`src/rtl/fpu_pkg.sv`:
```
// fpu_pkg: shared binary32 constants, divider state encoding and field helpers.
package fpu_pkg;
    localparam logic [31:0]       QNAN      = 32'h7fc00000;
    localparam logic signed [9:0] BIAS      = 10'sd127;
    localparam logic signed [9:0] EXP_MAX   = 10'sd255;
    localparam logic [4:0]        DIV_ITERS = 5'd26;

    typedef enum logic [1:0] {IDLE, DIV, ROUND, DONE} fdiv_state_t;

    function automatic logic f_sign(input logic [31:0] a);
        return a[31];
    endfunction

    function automatic logic [7:0] f_exp(input logic [31:0] a);
        return a[30:23];
    endfunction

    function automatic logic [22:0] f_mant(input logic [31:0] a);
        return a[22:0];
    endfunction

    // Denormals count as zero throughout the FPU.
    function automatic logic is_zero(input logic [31:0] a);
        return f_exp(a) == 8'd0;
    endfunction

    function automatic logic is_inf(input logic [31:0] a);
        return f_exp(a) == 8'hff && f_mant(a) == 23'd0;
    endfunction

    function automatic logic is_nan(input logic [31:0] a);
        return f_exp(a) == 8'hff && f_mant(a) != 23'd0;
    endfunction
endpackage

```
`src/rtl/fdiv_round.sv`:
```
// fdiv_round: normalise a 26-bit quotient, round to nearest even and pack to binary32.
module fdiv_round
    import fpu_pkg::*;
(
    input  logic              s,
    input  logic signed [9:0] e,
    input  logic [25:0]       q,
    input  logic              r_nonzero,
    output logic [31:0]       res
);
    logic [23:0]       mant;
    logic              guard;
    logic              sticky;
    logic              inc;
    logic [24:0]       sum;
    logic [22:0]       frac;
    logic signed [9:0] en;
    logic signed [9:0] ef;

    always_comb begin
        mant   = q[25] ? q[25:2] : q[24:1];
        guard  = q[25] ? q[1] : q[0];
        sticky = q[25] ? (q[0] | r_nonzero) : r_nonzero;
        en     = q[25] ? e : e - 10'sd1;
        inc    = guard & (sticky | mant[0]);
        sum    = {1'b0, mant} + {24'd0, inc};
        frac   = sum[24] ? sum[23:1] : sum[22:0];
        ef     = sum[24] ? en + 10'sd1 : en;
        res    = (ef >= EXP_MAX) ? {s, 8'hff, 23'd0} :
                 (ef <= 10'sd0)  ? {s, 31'd0} : {s, ef[7:0], frac};
    end
endmodule

```
`src/rtl/fdiv_seq.sv`:
```
// fdiv_seq: sequential binary32 divider, restoring radix-2 loop with valid/ready handshakes.
module fdiv_seq
    import fpu_pkg::*;
(
    input  logic        clk,
    input  logic        rst,
    input  logic        in_valid,
    output logic        in_ready,
    input  logic [31:0] x,
    input  logic [31:0] y,
    output logic        out_valid,
    input  logic        out_ready,
    output logic [31:0] result
);
    fdiv_state_t       state, state_nxt;
    logic [4:0]        cnt;
    logic [23:0]       my;
    logic [24:0]       r;
    logic [25:0]       q;
    logic signed [9:0] e;
    logic              s;
    logic              sx;
    logic              special;
    logic              ge;
    logic [31:0]       special_res;
    logic [31:0]       round_res;

    assign in_ready  = state == IDLE;
    assign out_valid = state == DONE;

    always_comb begin
        sx          = f_sign(x) ^ f_sign(y);
        special     = is_zero(x) | is_zero(y) | f_exp(x) == 8'hff | f_exp(y) == 8'hff;
        special_res = (is_nan(x) | is_nan(y) | (is_zero(x) & is_zero(y)) | (is_inf(x) & is_inf(y))) ? QNAN :
                      (is_inf(x) | is_zero(y)) ? {sx, 8'hff, 23'd0} : {sx, 31'd0};
        ge          = r >= {1'b0, my};
    end

    always_comb begin
        state_nxt = state;
        case (state)
            IDLE:    state_nxt = in_valid ? (special ? DONE : DIV) : IDLE;
            DIV:     state_nxt = (cnt == DIV_ITERS - 5'd1) ? ROUND : DIV;
            ROUND:   state_nxt = DONE;
            DONE:    state_nxt = out_ready ? IDLE : DONE;
            default: state_nxt = IDLE;
        endcase
    end

    always_ff @(posedge clk) begin
        if (rst) begin
            state  <= IDLE;
            cnt    <= 5'd0;
            my     <= 24'd0;
            r      <= 25'd0;
            q      <= 26'd0;
            e      <= 10'sd0;
            s      <= 1'b0;
            result <= 32'd0;
        end else begin
            state <= state_nxt;
            if (state == IDLE && in_valid) begin
                s   <= sx;
                e   <= $signed({2'b00, f_exp(x)}) - $signed({2'b00, f_exp(y)}) + BIAS;
                my  <= {1'b1, f_mant(y)};
                r   <= {2'b01, f_mant(x)};
                q   <= 26'd0;
                cnt <= 5'd0;
                if (special)
                    result <= special_res;
            end
            // One restoring step per cycle; the remainder stays below 2*my so 25 bits suffice.
            if (state == DIV) begin
                q   <= {q[24:0], ge};
                r   <= (ge ? r - {1'b0, my} : r) << 1;
                cnt <= cnt + 5'd1;
            end
            if (state == ROUND)
                result <= round_res;
        end
    end

    fdiv_round u_round (
        .s        (s),
        .e        (e),
        .q        (q),
        .r_nonzero(r != 25'd0),
        .res      (round_res)
    );
endmodule

```
`config.mk`:
```
export PLATFORM = sky130hd
export DESIGN_NAME = fdiv_seq
export DESIGN_NICKNAME = d
export VERILOG_FILES = /design/src/rtl/fpu_pkg.sv /design/src/rtl/fdiv_round.sv /design/src/rtl/fdiv_seq.sv
export SDC_FILE = /design/constraint.sdc
export NUM_CORES = 1
export LEC_CHECK = 0
export ABC_CLOCK_PERIOD_IN_PS = 4350
export CAP_MARGIN = 20
export CORE_UTILIZATION = 45
export CTS_CLUSTER_DIAMETER = 40
export DETAILED_ROUTE_END_ITERATION = 8
export DONT_BUFFER_PORTS = 1
export HOLD_SLACK_MARGIN = 0.06
export PLACE_DENSITY = 0.69
export SETUP_SLACK_MARGIN = 0.05
export SKIP_LAST_GASP = 1
export SYNTH_ARGS = -nofsm -noshare
export SYNTH_HDL_FRONTEND = slang
export SYNTH_SLANG_ARGS = --single-unit
```
`constraint.sdc`:
```
create_clock -name clk -period 4.35 [get_ports clk]
set_clock_uncertainty 0.1 [all_clocks]
set_input_delay 0.87 -clock clk [delete_from_list [all_inputs] [get_ports clk]]
set_output_delay 0.87 -clock clk [all_outputs]
set_load 0.01 [all_outputs]
```
==> run metrics <==
multiplexer share of the synthesized area 0.0348; final net count around 1200; arrival time worst endpoint a little over 4 ns; max_slew headroom 0.292; CP endpoint kind flop; antenna violations before repair 0; endpoints failing setup 0; Largest stage delay, worst path between 0.6 and 0.7 ns; Resized cells post-CTS 0; hold depth 2; Final ANT Viol Nets 0; PwrDens 488 nW/µm²; WP depth 14; CP bufs+invs 3; buffers added on ports 0; Initial Util 0.458; GRT Resource Usage Total 0.235; n_diodes 0; Post-synth EDFFs 0; first-pass GRT wire length 37.2 mm; postcts setup bufs 0; clk sinks around 130; Max stage delay cell, worst path dfxtp_2; Synth Area in XOR/XNOR 0.0613; CP startpoint q[25]; Final Slew Violations 0; Inserted Clock Buffers 17; FF-to-FF End result[21]; number of I/O pins between 100 and 150; Die H between 100 and 150 µm; clk buf depth 2; Pwr Total 4.57 mW; Hold Startpoint my[14]; RSZ-0062 raised after global routing no; ys flop type dfxtp_1; Top Layer Used met4; Detailed Routing Iterations Pass 1 5; Slew @ Worst Pin about 1.1 ns; CTS Root Cell clkbuf_16; register area share after synthesis 0.292; cell family with most CP delay buffers and inverters; H-tree Lvls 4; Yosys warnings 0; flop-to-flop setup slack 0.50 ns; status finished clean; R2R depth 14; cts hold-fix bufs 0; critical-path cell list buf_4 -> clkinv_1 -> mux2_2 -> inv_1 -> ha_1 -> xnor2_1 -> xnor2_1 -> a31oi_1 -> nor4bb_1 -> mux2i_1 -> or3_1 -> o2111ai_2 -> a21oi_2 -> a22o_1; # rows 50; #FFs+latches synth 125; Cells after Synth around 1100; Die ar. approximately 20000 µm²; VDD IR max approximately 0.37 mV; Syn Area/Cell approximately 7.5 µm²; pin count of the biggest net entering global routing 92; most frequent cells in the layout nand2_1 (169), dfxtp_1 (124), a21oi_1 (117); wl on met1 about 10 mm; worst path required time between 4 and 5 ns; Met3 Routed Length between 1.5 and 2 mm; post-DP HPWL about 16 mm; Synth Area in Compound Gates 0.246; WL final around 23 mm; post-synthesis net count between 1000 and 1500; routed vias/inst 6.02; Post-synth ARST share 0; reg2reg start q[25]; crit-path max FO 42; CP Class flop to flop; critical path's most frequent cell xnor2_1; Final Hold Viols 0; Max Clk Rate ~260 MHz; max-cap violation count 0; Hold Path End my[14]; Avg WL per Cell 16.9 µm; period utilisation layout 0.885; CTS tree done; DR vias between 8000 and 9000; Synth-to-Final Area Change 9.19%; clk slew on worst S/H paths about 0.06 ns; static leakage 3.37 nW; vias in the first global route between 7000 and 8000; gr ovfl total 0; Die X 140 µm; largest family of logic cells by synthesized area simple AND/OR/NAND/NOR gates; post-synthesis adder-cell area fraction 0.0602; Worst setup SP type flop; Tightest Hold Check Type flop to flop; synth unique cells 73; gpl congestion 0.906; Clk Latency, worst-skew pair between 0.4 and 0.5 ns; Synth Area in Simple Gates 0.248; post-layout min period slightly below 4 ns; synthesized area 8570 µm²; setup TNS 0 ns; met2 WL post-DR about 10 mm; commonest non-fill, non-tap cell in the layout nand2_1; Remaining DRCs 0; layout cell share with drive strength beyond 1 0.0636; Core Box Area ~19000 µm²; DRT iter0 DRCs just over 600
-- state kept, by name (all words and copies together) (netlist names) --
name / cells
cnt: 5
e: 10
my: 24
q: 26
r: 25
result: 32
s: 1
state: 2
-- metrics by stage --
step | std cells | instance area, µm² | util | hold slack [ns] | worst slack (ns)
floorplan | 1141 | 8570 | - | 0.336 | 0.197
global placement | 1319 | 8690 | 0.464 | 0.340 | 0.629
detailed placement | 1319 | 8690 | 0.464 | 0.342 | 0.526
CTS | 1350 | 9340 | 0.499 | 0.350 | 0.524
global route | 1351 | 9350 | 0.500 | 0.375 | 0.182
finish | 1351 | 9350 | 0.500 | 0.353 | 0.499
-- area by class of cell --
type                       count  area, µm²
clock buffer                  18        439
clock inverter                13        213
fill                        1814       9350
inverter                      57        214
multi-input combinational    891       5590
sequential                   125       2500
tap                          234        293
timing repair buffer          13        105
-- worst min-delay path, cell delays in order, from the launching register on --
cell and delay (ns):
dfxtp_1 0.31, nand2_1 0.05, a21oi_1 0.05
-- metal layers --
layer / vias up / track usage
met1: 3736 / 0.305
met2: 277 / 0.376
met4: 0 / 0.0740
li1: 4077 / -
met3: 42 / 0.0663
met5: - / 0
-- cells by family after synthesis --
kind of cell | after synthesis
AO/OA/AOI/OAI | 320
adder cells (fa/ha/maj) | 40
buffers and inverters | 125
XOR/XNOR | 60
multiplexers | 29
AND/OR/NAND/NOR | 442
flip-flops | 125
-- power by group --
part           internal [mW]  switching, mW
Sequential              1.23          0.103
Combinational          0.708          0.943
Clock                   1.03          0.551
-- synthesized netlist by cell type (7+ instances only) --
cell type  number  share of area
a221o_1         8         0.0093
or3_1           7         0.0051
nor4_1         18          0.013
nor2_1         72          0.032
and3_1         17          0.012
nand3_1        68          0.040
o22ai_1        13         0.0095
a21boi_0        8         0.0070
o21ai_0        33          0.019
clkbuf_1       53          0.023
and2_1          8         0.0058
ha_1           38          0.056
nand4_1        15          0.011
a21oi_1       117          0.068
nand2_1       170          0.074
o21a_1          9         0.0079
nor3_1         19          0.011
nor2b_1        10         0.0073
a31oi_1        16          0.012
dfxtp_1       125           0.29
a21o_1         13          0.011
mux2i_1        23          0.027
nand2b_1       14          0.010
a211oi_1       25          0.022
a22o_1         11          0.011
xor2_1         20          0.020
a311oi_1       15          0.015
inv_1          56          0.025
xnor2_1        40          0.041
o31ai_1         8         0.0070
-- worst max-delay path by stage --
stage          slack, ns    endpoint
3_3_place_gp        0.63   result[9]
5_1_grt             0.18   result[1]
4_1_cts             0.52  result[21]
6_report            0.50  result[21]
3_5_place_dp        0.53   result[5]
2_1_floorplan       0.20  result[13]
No activity file was read; power rests on OpenSTA's default activity.
